### config.mk
export PLATFORM = sky130hd
export DESIGN_NAME = anc_sample_fifo
export DESIGN_NICKNAME = d
export VERILOG_FILES = /design/src/rtl/anc_sample_fifo.sv
export SDC_FILE = /design/constraint.sdc
export NUM_CORES = 1
export LEC_CHECK = 0
export CAP_MARGIN = 20
export CORE_MARGIN = 3
export CORE_UTILIZATION = 41
export CTS_BUF_LIST = sky130_fd_sc_hd__clkbuf_4 sky130_fd_sc_hd__clkbuf_8 sky130_fd_sc_hd__clkbuf_16
export CTS_CLUSTER_DIAMETER = 60
export DETAILED_ROUTE_END_ITERATION = 6
export PLACE_DENSITY = 0.66
export SYNTH_ARGS = -nofsm -noshare
export SYNTH_HDL_FRONTEND = slang
export SYNTH_SLANG_ARGS = --single-unit
### constraint.sdc
create_clock -name clk -period 7.8 [get_ports clk]
set_clock_uncertainty 0.05 [all_clocks]
set_input_delay 1.95 -clock clk [delete_from_list [all_inputs] [get_ports clk]]
set_output_delay 1.95 -clock clk [all_outputs]
set_load 0.02 [all_outputs]
### src/rtl/anc_sample_fifo.sv
// Show-ahead sample-triplet FIFO feeding the ANC controller.
// Registered head outputs, sticky overflow flag and saturating drop counter.
module anc_sample_fifo #(
    parameter int unsigned AW = 3,
    parameter int unsigned DW = 16,
    parameter int unsigned CW = 8
) (
    input  logic          clk,
    input  logic          rst,
    input  logic          flush,
    input  logic          s_valid,
    input  logic [DW-1:0] s_e,
    input  logic [DW-1:0] s_x,
    input  logic [DW-1:0] s_a,
    output logic          m_valid,
    input  logic          m_ready,
    output logic [DW-1:0] m_e,
    output logic [DW-1:0] m_x,
    output logic [DW-1:0] m_a,
    output logic [AW:0]   level,
    output logic [CW-1:0] drop_cnt,
    output logic          overflow,
    input  logic          ovf_clear
);
    localparam int unsigned DEPTH = 2 ** AW;
    localparam int unsigned PW    = AW + 1;
    localparam int unsigned TW    = 3 * DW;

    logic [TW-1:0] mem [DEPTH];
    logic [PW-1:0] wptr, rptr, wptr_n, rptr_n, count_n;
    logic [TW-1:0] s_data, head_n;
    logic          full, pop, push, drop;

    // Handshake decode; flush overrides both push and pop
    always_comb begin
        s_data  = {s_e, s_x, s_a};
        full    = (level == PW'(DEPTH));
        pop     = m_valid & m_ready & ~flush;
        push    = s_valid & ~flush & (~full | pop);
        drop    = s_valid & ~flush & full & ~pop;
        wptr_n  = wptr + PW'(push);
        rptr_n  = rptr + PW'(pop);
        count_n = wptr_n - rptr_n;
        // Bypass when the next head is the entry being written this cycle
        if (push && (rptr_n == wptr)) begin
            head_n = s_data;
        end else begin
            head_n = mem[rptr_n[AW-1:0]];
        end
    end

    // Storage array, intentionally not reset
    always_ff @(posedge clk) begin
        if (push) begin
            mem[wptr[AW-1:0]] <= s_data;
        end
    end

    // Pointers, occupancy and registered head
    always_ff @(posedge clk or posedge rst) begin
        if (rst) begin
            wptr    <= '0;
            rptr    <= '0;
            level   <= '0;
            m_valid <= 1'b0;
            m_e     <= '0;
            m_x     <= '0;
            m_a     <= '0;
        end else if (flush) begin
            wptr    <= '0;
            rptr    <= '0;
            level   <= '0;
            m_valid <= 1'b0;
        end else begin
            wptr    <= wptr_n;
            rptr    <= rptr_n;
            level   <= count_n;
            m_valid <= (count_n != '0);
            if (count_n != '0) begin
                {m_e, m_x, m_a} <= head_n;
            end
        end
    end

    // Overflow bookkeeping; a drop in the clear cycle wins
    always_ff @(posedge clk or posedge rst) begin
        if (rst) begin
            overflow <= 1'b0;
            drop_cnt <= '0;
        end else if (ovf_clear) begin
            overflow <= drop;
            drop_cnt <= CW'(drop);
        end else if (drop) begin
            overflow <= 1'b1;
            if (drop_cnt != {CW{1'b1}}) begin
                drop_cnt <= drop_cnt + CW'(1);
            end
        end
    end

endmodule

==> After elaboration in Yosys (flattened, before gate mapping) <==
Memory sizes are Yosys's and may differ from the RTL's.
Cells that the tools add are included.
{ "classes": {"reduce_logical": 6, "mul": 0, "magnitude_cmp": 0, "bitwise_logic": 10, "muxes": 12, "n_div": 0, "shifts": 0, "eq_ne": 3, "add_sub_neg": 4} }
{ "ops": {"columns": ["cell", "count"], "rows": [
  ["2-to-1 mux 48 bit", 1],
  ["2-to-1 mux 8 bit", 3],
  ["2-to-1 mux 4 bit", 3],
  ["adder 4 x 1 -> 4 bit", 2],
  ["adder 8 x 1 -> 8 bit, second input constant", 1],
  ["inequality test 8 bit, second input constant", 1],
  ["AND 1 bit", 6],
  ["2-to-1 mux 1 bit", 5],
  ["equality test 4 bit", 1],
  ["equality test 4 bit, second input constant", 1],
  ["AND reduction 2 bit", 2],
  ["nonzero test 2 bit", 2],
  ["nonzero test 4 bit", 1],
  ["subtractor 4 bit", 1],
  ["inverter 1 bit", 3],
  ["logical AND 1 bit", 1],
  ["bitwise OR 1 bit", 1]
]} }
{ "totals": {"elab_cells": 45, "regBits": 70, "latch_bits": 0, "out_inout_bits": 62, "mem_bits_ro": 0, "mem_count": 1, "ram_bits": 384, "in_bits": 54} }
{ "mem_list": {"columns": ["memory", "depth", "word_bits", "read_ports", "rd_clocked_by_memory_dff", "write_ports", "line_no", "text"], "rows": [
  ["mem", 8, 48, 1, 0, 1, "29", "logic [TW-1:0] mem [DEPTH];"]
]} }

==> Depth between registers and ports, before layout <==
{ "depth": {"word_depth": 8, "mapped_depth": 14} }

==> Worst setup path after synthesis <==
OpenSTA, ideal clock, no wires.
{ "synth_path": {"path_kind": "input to register", "startpoint": "input flush", "endpoint": "memory mem[2][0] (netlist bit) (enable)", "arrival_time_ns": 7.311, "t_required_ns": 7.160, "slack_ns": -0.151, "setup_time_ns": 0.590, "cell_stages": 3, "path_cell_list": "and3b_2 > o21ai_2 > nor4b_1"} }
{ "synth_via": {"elab_chain_len": 6} }
{ "synth_rtl": {"columns": ["item", "line_no", "text"], "rows": [
  ["start: declaration", "10", "input logic flush,"],
  ["inverter 1 bit (no source line) (*)", null, null],
  ["AND 1 bit", "38", "pop = m_valid & m_ready & ~flush;"],
  ["bitwise OR 1 bit", "39", "push = s_valid & ~flush & (~full | pop);"],
  ["AND 1 bit (*)", "39", null],
  ["2-to-1 mux 1 bit (*)", "54", "if (push) begin"],
  ["2-to-1 mux 1 bit (not written as such) (*)", "55", "mem[wptr[AW-1:0]] <= s_data;"],
  ["end: declaration", "29", null]
]} }
Mark *: on every way between the ends. The rest lies on a longest branch, timed or not.

==> Final worst setup path <==
{ "layout_path": {"startpoint": "input flush", "endpoint": "register m_e[11]"} }
{ "layout_via": {"elab_chain_len": 8} }
{ "layout_rtl": {"columns": ["item", "line_no", "text"], "rows": [
  ["inverter 1 bit (no source line) (*)", null, null],
  ["AND 1 bit", "38", null],
  ["bitwise OR 1 bit", "39", null],
  ["AND 1 bit", "39", null],
  ["adder 4 x 1 -> 4 bit", "41", "wptr_n = wptr + PW'(push);"],
  ["subtractor 4 bit", "43", "count_n = wptr_n - rptr_n;"],
  ["nonzero test 4 bit", "79", "if (count_n != '0) begin"],
  ["AND reduction 2 bit (no source line)", null, null],
  ["end signal: assignment", "80", "{m_e, m_x, m_a} <= head_n;"],
  ["end: declaration", "17", "output logic [DW-1:0] m_e,"]
]} }
Marks and branches as above.
A chain may end at the register's enable or synchronous reset.

==> summary.txt <==
Die Y: 215 um
Syn Inst Count: 979
Rel. slew slack: 0.289
drt pass-1 iters: 4
CP arrival: 6330 ps
crit path max fanout: 49
Critical Path RT: 8210 ps
CTS Buffer Depth: 3
DR WL/cell: 21.2 um
hold slack: 466 ps
CTS Sinks: 454
Via density: 5.21
Synth area leaders: edfxtp_1 (64%), mux4_2 (12%), dfrtp_1 (9.8%)
number of remaining DRC errors: 0
gr usage total: 0.162
fmax: 169 MHz
Final Setup Violations: 0
CTS resizes: 0
cts hold-fix bufs: 0
dpl cell area: 19800 um2
largest net degree at the start of global routing: 71
post-synthesis adder-cell area fraction: 0.00671
setup_tns: 0 ps
synth cell count leaders: edfxtp_1 (384), nand2_1 (101), a21oi_1 (97), mux4_2 (96), dfrtp_1 (70)
status: completed
CORE AREA: 42500 um2
post-synthesis compound-gate area fraction: 0.0304
Filler Cell Count: 3465
Top cell by count, worst path: ha_1
Net Count, Synth: 1042
simple-gate area share of the yosys netlist: 0.0366
Post-synth top flop: edfxtp_1
yosys warns: 0
crit path time final: 5920 ps
GP Congestion: 0.731
Clk Latency, worst-skew pair: 550 ps
vias in the first global route: 9746
Slew Viols, Final: 0
RSZ-0062 raised after global routing: false
Max Cap Viol: 0
Synth top area share: 0.644
share of cells above drive strength 1: 0.197
die area: 46200 um2
area leader, netlist: edfxtp_1
global-route wire length before repair: 57900 um
Die Wd: 215 um
CTS tree: yes
Mapped Area: 17900 um2
cts bufs inserted: 48
Clock Pin Slew Worst Setup and Hold Paths: 60 ps
post-layout util: 0.501
Setup Fix Bufs, Post-CTS: 0
Buffers & Inverters on Critical Path: 3
Pleak: 7.26 nW
CP cell instances: clkdlybuf4s50_1 > and3b_2 > o21ai_2 > inv_1 > ha_1 > ha_1 > ha_1 > a21o_1 > a21oi_1 > xnor2_2 > a21oi_4 > buf_4 > mux2i_1
Clock Tree Root: clkbuf_16
asr flop ratio synth: 0.154
most frequent cell after synthesis: edfxtp_1
Post-DRT Antenna Nets: 0
critical path's largest stage delay: 840 ps
xor/xnor share of the synthesized area: 0.0101
fin crit share: 0.759
WS Path Type: in2reg
power per cell area: 288 nW/um2
starting density of the core: 0.421
Worst setup SP type: input pin
VDD IR max: 0.000175 V
DR vias: 9028
CP Capture Type: flop
largest family of logic cells by synthesized area: multiplexers
syn avg cell area: 18.3 um2
Port Buffer Count: 115
Nets: 1182
Design Area, Final: 21300 um2
flops & latches, synth: 454
number of enable flip-flop cells after synthesis: 384
I/O pin count: 116
Yosys cell types: 40
Seq/Total Area, Yosys: 0.742
CTS HTree Levels: 2
delay-heaviest family, CP: buffers and inverters
gr ovfl total: 0
Fin. Hold Viols: 0
Post-Route WL: 36700 um
Layout area overhead: 19.0%
First DRT Iteration DRCs: 804
initial antenna violation count: 5
HPWL after DPL: 20100 um
CP max-delay cell: clkdlybuf4s50_1
post-synthesis mux area share: 0.148
Cell Rows: 75
Worst Tran Pin Value: 1070 ps
Hold Crit Class: reg2reg
-- per-layer routing --
metal,vias up,global-route usage,part of all wire
met5,-,0,0.0013
met4,8,0.0355,0.013
met3,46,0.0387,0.065
met2,219,0.258,0.48
met1,4714,0.229,0.44
li1,4041,-,-
-- tightest hold or removal path: stages, from the launching register on --
cell     delay (ps)
dfrtp_1         370
inv_1            50
mux2i_1          50
-- state kept, by name, summed over array words and instances, names as in the netlist, 4 cells and up --
register  count
m_e          16
rptr          4
level         4
wptr          4
m_x          16
drop_cnt      8
m_a          16
mem         384
-- final cells by class --
cell class | instances | area [um2] | area share
Antenna cell | 2 | 5.00 | 0.000235
Clock buffer | 62 | 1350 | 0.0633
Clock inverter | 24 | 128 | 0.00599
Inverter | 55 | 208 | 0.00975
Multi-Input combinational cell | 419 | 4230 | 0.199
Sequential cell | 454 | 13300 | 0.623
Tap cell | 577 | 722 | 0.0339
Timing Repair Buffer | 141 | 1380 | 0.0647
-- final timing paths --
path / from / end / slack [ps] / cells after the start
worst max-delay path: flush / m_e[11] / 1880 / 13
worst min-delay path: m_x[3] / m_x[3] / 470 / 2
worst max register to register: level[1] / m_e[11] / 3500 / 12
worst min register to register: m_x[3] / m_x[3] / 470 / 2
max in group asynchronous: rst / m_e[15] / 5310 / 4
min in group asynchronous: rst / m_x[1] / 1770 / 3
-- logic make-up after synthesis --
group,after synthesis
flip-flops,454
multiplexers,145
AND/OR/NAND/NOR,144
buffers and inverters,106
AO/OA/AOI/OAI,102
XOR/XNOR,19
adder cells (fa/ha/maj),9
-- cell usage in the layout, fill, tap and decap left out, drive strengths merged, types with 2 or more instances in the layout --
cell and count:
nand3 2, xnor2 6, mux4 96, and3 2, nor4 2, nand4 4, clkbuf 62, inv 56
o21ai 2, nor2b 6, clkdlybuf4s50 115, buf 26, nor2 15, mux2i 49, dfrtp 70, a21oi 98
xor2 13, nor3 2, nor4b 2, nor3b 3, ha 8, clkinv 22, edfxtp 384, diode 2
nand2 101
-- power breakdown --
| part | switching [mW] | total (mW) | internal [mW] |
|---|---|---|---|
| clock | 0.884 | 2.10 | 1.22 |
| combinational | 0.578 | 1.11 | 0.535 |
| sequential | 0.109 | 2.91 | 2.80 |
-- through the flow --
| step | std cells | power [mW] | setup WS [ps] |
|---|---|---|---|
| after global routing | 1733 | 6.41 | 1660 |
| after global placement | 1645 | 4.07 | 1480 |
| final | 1734 | 6.13 | 1880 |
| after CTS | 1731 | 6.19 | 1900 |
| after floorplan | 979 | 3.60 | -151 |
| after detailed placement | 1645 | 4.09 | 1320 |
(Power assumes the default switching activity.)
